$ cat src/rtl/ring_counter_pkg.sv
// ring_counter_pkg: shared width default, reset pattern and rotate direction constants
package ring_counter_pkg;
   localparam int WIDTH_DEF = 100;
   localparam int RESET_VAL = 1;
   localparam logic DIR_RIGHT = 1'b0;
   localparam logic DIR_LEFT = 1'b1;
endpackage

$ cat src/rtl/ring_counter_loopback_chk.sv
// ring_counter_loopback_chk: registered level-sensitive mismatch flag between ring state and its looped-back copy
module ring_counter_loopback_chk
   import ring_counter_pkg::*;
#(
   parameter int WIDTH = WIDTH_DEF
) (
   input  logic             clock0,
   input  logic             reset,
   input  logic             loopback_en,
   input  logic [WIDTH-1:0] counter_in,
   input  logic [WIDTH-1:0] state,
   output logic             loopback_error
);
   always_ff @(posedge clock0 or posedge reset)
      if (reset) loopback_error <= 1'b0;
      else loopback_error <= loopback_en && (counter_in != state);
endmodule

$ cat src/rtl/ring_counter.sv
// ring_counter: one-hot ring rotating one bit per edge with a loopback integrity check
module ring_counter
   import ring_counter_pkg::*;
#(
   parameter int WIDTH = WIDTH_DEF
) (
   input  logic             clock0,
   input  logic             reset,
   input  logic             lr,
   input  logic             loopback_en,
   input  logic [WIDTH-1:0] counter_in,
   output logic             loopback_error,
   output logic [WIDTH-1:0] out
);
   always_ff @(posedge clock0 or posedge reset)
      if (reset) out <= WIDTH'(RESET_VAL);
      else out <= (lr == DIR_LEFT) ? {out[WIDTH-2:0], out[WIDTH-1]} : {out[0], out[WIDTH-1:1]};
   ring_counter_loopback_chk #(.WIDTH(WIDTH)) u_chk (
      .clock0(clock0),
      .reset(reset),
      .loopback_en(loopback_en),
      .counter_in(counter_in),
      .state(out),
      .loopback_error(loopback_error)
   );
endmodule

$ cat config.mk
export PLATFORM = sky130hd
export DESIGN_NAME = ring_counter
export DESIGN_NICKNAME = d
export VERILOG_FILES = /design/src/rtl/ring_counter_pkg.sv /design/src/rtl/ring_counter_loopback_chk.sv /design/src/rtl/ring_counter.sv
export SDC_FILE = /design/constraint.sdc
export NUM_CORES = 1
export LEC_CHECK = 0
export CAP_MARGIN = 0
export CORE_MARGIN = 5
export CORE_UTILIZATION = 50
export DETAILED_ROUTE_END_ITERATION = 16
export DONT_BUFFER_PORTS = 1
export MAX_ROUTING_LAYER = met4
export PLACE_DENSITY_LB_ADDON = 0.1
export SLEW_MARGIN = 20
export SYNTH_ARGS = -nofsm -noshare
export SYNTH_HDL_FRONTEND = slang
export SYNTH_SLANG_ARGS = --single-unit
$ cat constraint.sdc
create_clock -name clock0 -period 5.3 [get_ports clock0]
set_input_delay 0.265 -clock clock0 [delete_from_list [all_inputs] [get_ports clock0]]
set_output_delay 0.265 -clock clock0 [all_outputs]
set_load 0.02 [all_outputs]
==> results by group, run 1 <==
CTS
  – CTS tree: done
  – Cts bufs inserted: 9
  – Clock transition at the registers of the reported paths: 90 ps
  – H-tree levels: 3
  – CTS root buf: clkbuf_8
  – CTS resizes: 0
  – Clock Path Buffers: 2
  – CTS Sinks: 101
  – Worst-Skew Late Latency: 360 ps
  – Setup Buffers After CTS: 0

Timing
  – Final critical-path required period: 2100 ps
  – Max Slew Vio Count: 0
  – Slew @ Worst Pin: 752 ps
  – Rel. slew slack: 49.9%
  – Fmax: 0.477 GHz
  – Tcrit/Tclk final: 39.6%
  – Final setup fails: 0
  – Clk_skew: 14.6 ps
  – RSZ-0062 raised after global routing: false
  – Final Hold Viols: 0
  – Minimum hold slack: 36.6 ps
  – Setup Total Neg Slack: 0 ps

Floorplanning
  – Core Region: 9280 sq um
  – Starting Density: 51.7%
  – Die footprint: 11700 sq um
  – Die Height: 108 microns
  – Die W: 108 microns
  – Ports: 205
  – FP Rows: 35

GRT
  – Pin count of the biggest net entering global routing: 101
  – Total gr overflow: 0
  – Initial antenna violation count: 0
  – Gr usage total: 23.7%
  – Vias in the first global route: 3127
  – First-pass GRT wire length: 19600 microns

Finish
  – Number of fill cells: 806
  – Nets: 453
  – Inserted Diodes: 0
  – Share of layout cells above drive strength 1: 33.6%
  – Reg area: 2530 sq um
  – Post-Layout Cell Count: 483
  – Most frequent cells in the layout: 100 x mux2_2, 100 x dfrtp_1, 60 x xnor2_1
  – Layout overhead on the synthesized area: 6.64%
  – Area of the multi-input gates: 2220 sq um
  – Final Instance Area: 5120 sq um

Yosys
  – Mapped cell area: 4800 sq um
  – Count of cell types in the netlist: 13
  – Yosys warnings: 0
  – Number of synthesized register bits: 101
  – Post-Synthesis Cells: 347
  – Avg Cell Area, Syn: 13.8 sq um
  – Syn_nets: 451
  – Seq/Total Area, Yosys: 52.7%

Setup path
  – CP Class: flip-flop to flip-flop
  – Crit path launch type: flip-flop
  – WP data required: 5530 ps
  – Crit path largest cell delay: 500 ps
  – CP top delay family: simple AND/OR/NAND/NOR gates
  – Worst-path maximum fanout: 4
  – Critical Path Sink Type: flip-flop
  – Crit-path cells: xnor2_1 -> nand4_1 -> nor4_1 -> nand3_1 -> o41a_1
  – Slowest cell on the critical path: dfrtp_1
  – Crit path buf inv count: 0
  – CP arrival: 2330 ps

Min path
  – HP Class: primary input to flip-flop

Place
  – Gpl congestion: 0.885
  – Inst Count DP: 466
  – Placed Area: 4920 sq um
  – PortBufs: 0
  – DP HPWL: 10600 microns

Job
  – Max cap viols: 0

Detailed routing
  – Final wirelength: 13400 microns
  – Number of remaining DRC errors: 0
  – Drt first-iter violations: 114
  – Final ANT Viol Nets: 0
  – Via density per instance: 5.77
  – Via count: 2786
  – Wire length per cell: 27.7 microns
  – First-pass DRT Iterations: 4

Power and ir drop
  – Pleak: 2.44 nW
  – Final Power: 0.00132 W
  – PwrDens: 258 nW/um^2
  – VDD IR-drop max: 0.000145 V

Outcome
  – Status: finished, final reports clean
through the flow:
step,worst slack [ps],util [%]
after detailed placement,3260,53.0
after CTS,3230,55.2
after global placement,3280,53.0
after global routing,3060,55.2
after floorplan,2390,-
final,3200,55.2
repair_timing:
action | CTS | global route
endpoints found under the setup margin | 0 | 0
hold endpoints to repair | 41 | 0
hold buffers | 1 | 0
cell type report:
cell class                      instances  share of cell area, %
Clock buffer                           11                   2.96
Clock inverter                          5                  0.782
Multi-Input combinational cell        234                   43.3
Timing Repair Buffer                    2                  0.342
Tap cell                              129                   3.15
Inverter                                1                  0.122
Sequential cell                       101                   49.4
synthesized netlist by cell type (all sizes together):
master | number | area share (%)
nand3 | 2 | 0.21
nand4 | 17 | 2.2
nor3 | 1 | 0.10
xnor2 | 60 | 11
nor4 | 13 | 1.7
clkbuf | 1 | 0.078
buf | 10 | 1.0
dfrtp | 100 | 52
xor2 | 40 | 7.3
o41a | 1 | 0.23
mux2 | 100 | 23
dfstp | 1 | 0.55
inv | 1 | 0.078
flip-flops by register name, indices dropped and copies added (netlist names):
register	flops
u_chk.loopback_error	1
out	100
kinds of logic (layout without fill, tap and decap cells):
family	count (synthesis)	count (layout)	share of synthesized area (%)
compound gates	1	1	0.234
xor+xnor	100	100	18.2
buf+inv	12	19	1.20
flops	101	101	52.7
mux	100	100	23.4
simple gates	33	33	4.22
path summary, 6_finish.rpt:
kind / slack, ps / to / start / cells past startpoint
worst min-delay path: 40 / u_chk.loopback_error / loopback_en / 1
worst min register to register: 740 / out[22] / out[23] / 1
min in group asynchronous: 420 / out[91] / reset / 2
worst max register to register: 3200 / u_chk.loopback_error / out[5] / 5
worst max-delay path: 3200 / u_chk.loopback_error / out[5] / 5
max in group asynchronous: 3700 / out[30] / reset / 3
routing by layer:
metal | wire length, microns | GRT usage (%)
met5 | 0 | -
met4 | 173 | 5.59
met3 | 1240 | 8.48
met2 | 6540 | 37.3
met1 | 5450 | 29.6
report_power, final:
group,internal (W),total [W],switching [W]
Combinational,0.0000355,0.0000737,0.0000382
Sequential,0.000770,0.000771,0.000000800
Clock,0.000203,0.000476,0.000273
No activity file was read; power rests on OpenSTA's default activity.
==> run 2: changes to the inputs <==
==> constraint.sdc (replaced) <==
create_clock -name clock0 -period 1.8 [get_ports clock0]
set_input_delay 0.09 -clock clock0 [delete_from_list [all_inputs] [get_ports clock0]]
set_output_delay 0.09 -clock clock0 [all_outputs]
set_load 0.02 [all_outputs]
==> results by group, run 2 (synthesis gave the netlist of run 1 again) <==
Outcome
  – Status: finished, final reports clean

Floorplanning
  – Die Height: 108 microns
  – Core Region: 9280 sq um
  – Die W: 108 microns
  – Die footprint: 11700 sq um
  – Starting Density: 51.7%
  – Ports: 205
  – FP Rows: 35

CTS
  – Cts bufs inserted: 9
  – Clock transition at the registers of the reported paths: 90 ps
  – CTS Sinks: 101
  – Clock Path Buffers: 2
  – CTS root buf: clkbuf_8
  – CTS tree: done
  – H-tree levels: 3
  – Worst-Skew Late Latency: 360 ps

Setup path
  – Crit path launch type: flip-flop
  – Reg2reg end: u_chk.loopback_error
  – Crit. path cell count: 5
  – Worst-path maximum fanout: 2
  – CP top delay family: simple AND/OR/NAND/NOR gates
  – Crit Reg-Reg Startpoint: out[5]
  – Crit path largest cell delay: 420 ps
  – Crit path buf inv count: 0
  – CP arrival: 2020 ps
  – R2R setup slack: 20 ps
  – CP startpoint: out[5]
  – Slowest cell on the critical path: dfrtp_1
  – CP Capture Point: u_chk.loopback_error
  – CP Class: flip-flop to flip-flop
  – Critical Path Sink Type: flip-flop
  – Crit-path cells: xnor2_2 -> nand4_1 -> nor4_2 -> nand3_1 -> o41a_1
  – Reg2Reg Depth: 5
  – WP data required: 2040 ps

Detailed routing
  – Final wirelength: 15700 microns
  – Final ANT Viol Nets: 0
  – Wire length per cell: 24.7 microns
  – First-pass DRT Iterations: 4
  – Via count: 3385
  – Number of remaining DRC errors: 0
  – Via density per instance: 5.33
  – Drt first-iter violations: 150

Timing
  – Tcrit/Tclk final: 99.0%
  – Rel. slew slack: 58.1%
  – Final critical-path required period: 1780 ps
  – Fmax: 0.561 GHz
  – Clk_skew: 12.9 ps
  – RSZ-0062 raised after global routing: true
  – Final setup fails: 0
  – Final Hold Viols: 0
  – Slew @ Worst Pin: 627 ps
  – Max Slew Vio Count: 0

Finish
  – Largest registers: out x100, u_chk.loopback_error x1
  – Inserted Diodes: 0
  – Post-Layout Cell Count: 635
  – Most frequent cells in the layout: 101 x buf_4, 100 x mux2_2, 100 x dfrtp_1
  – Layout overhead on the synthesized area: 35.9%
  – Largest reg by FF count: out
  – Final Instance Area: 6530 sq um
  – Largest register FFs: 100
  – Nets: 606
  – Number of fill cells: 711
  – Share of layout cells above drive strength 1: 45.3%
  – Commonest non-fill, non-tap cell in the layout: buf_4

Power and ir drop
  – PwrDens: 631 nW/um^2
  – VDD IR-drop max: 0.000354 V
  – Clock network power share: 38.4%
  – Net Switching: 0.000940 W
  – Pleak: 3.39 nW
  – Power Internal: 0.00318 W
  – Sw Share: 22.8%
  – Seq pwr share: 55.1%
  – Gate power share: 6.5%
  – Final Power: 0.00412 W

GRT
  – First-pass GRT wire length: 23300 microns
  – Total gr overflow: 0
  – Pin count of the biggest net entering global routing: 52
  – Initial antenna violation count: 0
  – Vias in the first global route: 3897
  – Gr usage total: 28.1%

Place
  – PortBufs: 0
  – Gpl congestion: 0.846
  – Inst Count DP: 567
  – Placed Area: 5700 sq um
  – DP HPWL: 11700 microns

Min path
  – Hold Path Origin: counter_in[45]
  – HP Class: primary input to flip-flop
  – Hold path depth: 5

Job
  – Max cap viols: 0
## run 2: cell types whose count changed in the layout (fill, tap and decap cells not counted), moves of 3 or more
cell           delta
nor4_2            +4
xnor2_1           -5
dlygate4sd3_1    +50
inv_6             -3
buf_4           +100
xnor2_2           +5
nor4_1            -4
## run 2: routing by layer
metal	track usage (%)	vias to the layer above	part of all wire, %
li1	-	1525	-
met1	34.9	1686	40
met2	44.5	153	49
met3	8.84	21	8.8
met4	8.21	0	2.0
met5	-	-	0
## run 2: tightest hold or removal path, cell delays in order
cell	delay, ps
xnor2_1	40
nand4_1	80
nor4_2	50
nand3_1	90
o41a_1	120
## run 2: layout make-up
class	instances	area (sq um)	share of cell area, %
clock inverter	5	85.1	1.30
multi-input combinational	234	2280	34.9
sequential	101	2530	38.8
timing repair buffer	155	1340	20.5
tap	129	161	2.47
clock buffer	10	128	1.96
inverter	1	7.51	0.115
## run 2: worst min path at each step
stage                           end  slack [ps]
2_1_floorplan  u_chk.loopback_error         220
3_3_place_gp                out[43]          60
3_5_place_dp                out[43]          70
4_1_cts        u_chk.loopback_error         120
5_1_grt        u_chk.loopback_error         160
6_report       u_chk.loopback_error         140
## run 2: metrics by stage
stage	util (%)	setup TNS [ps]	setup WS, ps	hold slack (ps)
CTS	70.1	0	8.38	120
finish	70.3	0	17.9	145
detailed placement	61.4	-76.1	-76.1	69.4
floorplan	-	0	162	218
global placement	61.4	-70.9	-70.9	59.3
global route	70.3	-41.4	-41.4	160
## run 2: what timing repair did
item | CTS | global route
endpoints found under the setup margin | 1 | 1
pin swaps | 2 | 7
buffers inserted | 0 | 1
resized for setup | 7 | 2
hold buffers | 52 | 0
hold endpoints to repair | 123 | 0
## run 2: power groups by stage
stage	combinational [W]	clock, W	sequential, W
floorplan	0.000200	0	0.00232
global placement	0.000228	0	0.00232
detailed placement	0.000228	0	0.00232
CTS	0.000269	0.00160	0.00227
global route	0.000287	0.00170	0.00227
finish	0.000266	0.00158	0.00227
==> run 3: changes to the inputs <==
--- a/config.mk
+++ b/config.mk
@@ -15,4 +15,5 @@
 export SLEW_MARGIN = 20
 export SYNTH_ARGS = -nofsm -noshare
 export SYNTH_HDL_FRONTEND = slang
+export SYNTH_HIERARCHICAL = 1
 export SYNTH_SLANG_ARGS = --single-unit
==> results by group, run 3 <==
Outcome
  – Status: complete, but fails checks
  – Failing checks: setup timing

Timing
  – Slew @ Worst Pin: 637 ps
  – Fmax: 0.548 GHz
  – Tcrit/Tclk final: 101%
  – Minimum hold slack: 106 ps
  – Rel. slew slack: 57.5%
  – Clk_skew: 11.0 ps
  – Final setup fails: 1
  – Final critical-path required period: 1820 ps
  – RSZ-0062 raised after global routing: true
  – Final WS setup: -23.2 ps
  – Max Slew Vio Count: 0
  – Final Hold Viols: 0

Floorplanning
  – Die footprint: 11900 sq um
  – Die Height: 109 microns
  – Ports: 205
  – Starting Density: 50.6%
  – Core Region: 9680 sq um
  – FP Rows: 36
  – Die W: 109 microns

Setup path
  – Crit path buf inv count: 0
  – CP top delay family: simple AND/OR/NAND/NOR gates
  – Critical Path Sink Type: flip-flop
  – Slowest cell on the critical path: dfrtp_1
  – WP data required: 2030 ps
  – Crit-path cells: xnor2_2 -> nand4_1 -> nor4_2 -> nand3_1 -> o41a_1
  – Crit path launch type: flip-flop
  – Crit path largest cell delay: 430 ps
  – CP Class: flip-flop to flip-flop
  – Worst-path maximum fanout: 2
  – CP arrival: 2060 ps

CTS
  – CTS tree: done
  – CTS Sinks: 101
  – H-tree levels: 3
  – Clock transition at the registers of the reported paths: 90 ps
  – Worst-Skew Late Latency: 350 ps
  – CTS root buf: clkbuf_8
  – Cts bufs inserted: 9
  – Clock Path Buffers: 2

Finish
  – Inserted Diodes: 0
  – Reg area: 2530 sq um
  – Area of the multi-input gates: 2310 sq um
  – Share of layout cells above drive strength 1: 45.1%
  – Final Instance Area: 6570 sq um
  – Post-Layout Cell Count: 636
  – Largest registers: out x100, u_chk/loopback_error x1
  – Nets: 604
  – Largest reg by FF count: out
  – Largest register FFs: 100
  – Core Util, Final: 67.9%
  – Number of fill cells: 730
  – Layout overhead on the synthesized area: 34.1%
  – Most frequent cells in the layout: 100 x mux2_2, 100 x dfrtp_1, 95 x buf_4

Power and ir drop
  – Gate power share: 6.2%
  – Power Internal: 0.00334 W
  – PwrDens: 645 nW/um^2
  – Net Switching: 0.000894 W
  – Seq pwr share: 53.6%
  – Clock network power share: 40.2%
  – Final Power: 0.00424 W
  – Pleak: 3.41 nW
  – VDD IR-drop max: 0.000506 V
  – Sw Share: 21.1%

Detailed routing
  – Drt first-iter violations: 113
  – Number of remaining DRC errors: 0
  – Wire length per cell: 24.7 microns
  – Final ANT Viol Nets: 0
  – Via density per instance: 5.36
  – First-pass DRT Iterations: 6
  – Via count: 3412
  – Final wirelength: 15700 microns

Yosys
  – Top cells by area, synth: dfrtp_1 51%, mux2_2 23%, xnor2_1 11%, xor2_1 7.1%, clkbuf_8 2.8%
  – EDFF count, synth: 0
  – Syn_nets: 452
  – Count of cell types in the netlist: 13
  – Ys flop type: dfrtp_1
  – Synth async-reset ratio: 100%
  – Yosys warnings: 6
  – Mapped cell area: 4900 sq um
  – Number of synthesized register bits: 101
  – Avg Cell Area, Syn: 14.1 sq um
  – Seq/Total Area, Yosys: 51.6%
  – Synth top cells by count: 100 x dfrtp_1, 100 x mux2_2, 60 x xnor2_1
  – Top cell type's share of synthesized area: 51.1%
  – Synth area leader: dfrtp_1
  – Post-Synthesis Cells: 348

Place
  – PortBufs: 0
  – DP HPWL: 12000 microns
  – Placed Area: 5680 sq um
  – Gpl congestion: 0.930
  – Inst Count DP: 567

GRT
  – First-pass GRT wire length: 22500 microns
  – Gr usage total: 27.2%
  – Initial antenna violation count: 0
  – Vias in the first global route: 3814
  – Total gr overflow: 0
  – Pin count of the biggest net entering global routing: 54

Job
  – Max cap viols: 0

Min path
  – HP Class: primary input to asynchronous set/reset pin
## run 3: cell types whose count changed after synthesis, sizes merged
cell / change
buf: -9
clkbuf: +9
inv: +1
## run 3: timing repair
item	in CTS	in global routing
endpoints found under the hold margin	126	0
hold buffers	55	0
buffers inserted	0	0
cloned	0	0
setup endpoints to repair	1	1
gates resized for setup	5	8
pin swaps	0	13
## run 3: final timing paths
path / from / to / slack [ps] / cells after the start
setup / recovery: out[24] / u_chk/loopback_error / -20 / 5
hold / removal: reset / u_chk/loopback_error / 110 / 2
setup reg to reg: out[24] / u_chk/loopback_error / -20 / 5
hold reg to reg: out[72] / out[71] / 700 / 2
max in group asynchronous: reset / out[60] / 880 / 3
min in group clock0: counter_in[26] / u_chk/loopback_error / 140 / 4
## run 3: power groups by stage
stage / clock, W / sequential [W] / combinational (W)
3_3_place_gp: 0 / 0.00232 / 0.000223
5_1_grt: 0.00184 / 0.00227 / 0.000281
4_1_cts: 0.00173 / 0.00227 / 0.000260
6_report: 0.00170 / 0.00227 / 0.000265
3_5_place_dp: 0 / 0.00232 / 0.000222
2_1_floorplan: 0 / 0.00232 / 0.000221
## run 3: area by class of cell
class                   instances  area share (%)
clock buffers                  10            2.09
clock inverters                 4            1.49
inverters                       2           0.171
multi-input cells             234            35.1
flip-flops and latches        101            38.5
well taps                     133            2.53
repair buffers                152            20.1
## run 3: logic make-up after synthesis
family                    after synthesis  synth area share (%)
AOI/OAI and AO/OA                       1                 0.230
xor gates and xnor gates              100                  17.9
buffers and inverters                  13                  3.19
DFF                                   101                  51.6
muxes                                 100                  23.0
and+or+nand+nor                        33                  4.14
## run 3: through the flow
stage	setup WS, ps	setup TNS [ps]
final	-23.2	-23.2
after detailed placement	-77.2	-77.2
after global placement	-69.1	-69.1
after global routing	-57.3	-57.3
after floorplan	184	0
after CTS	1.13	0
## run 3: metal layers
metal	vias up	wire length, microns	global-route usage (%)
met4	0	191	6.67
li1	1526	-	-
met2	152	7760	44.1
met5	-	0	-
met1	1724	5970	32.0
met3	10	1810	10.7
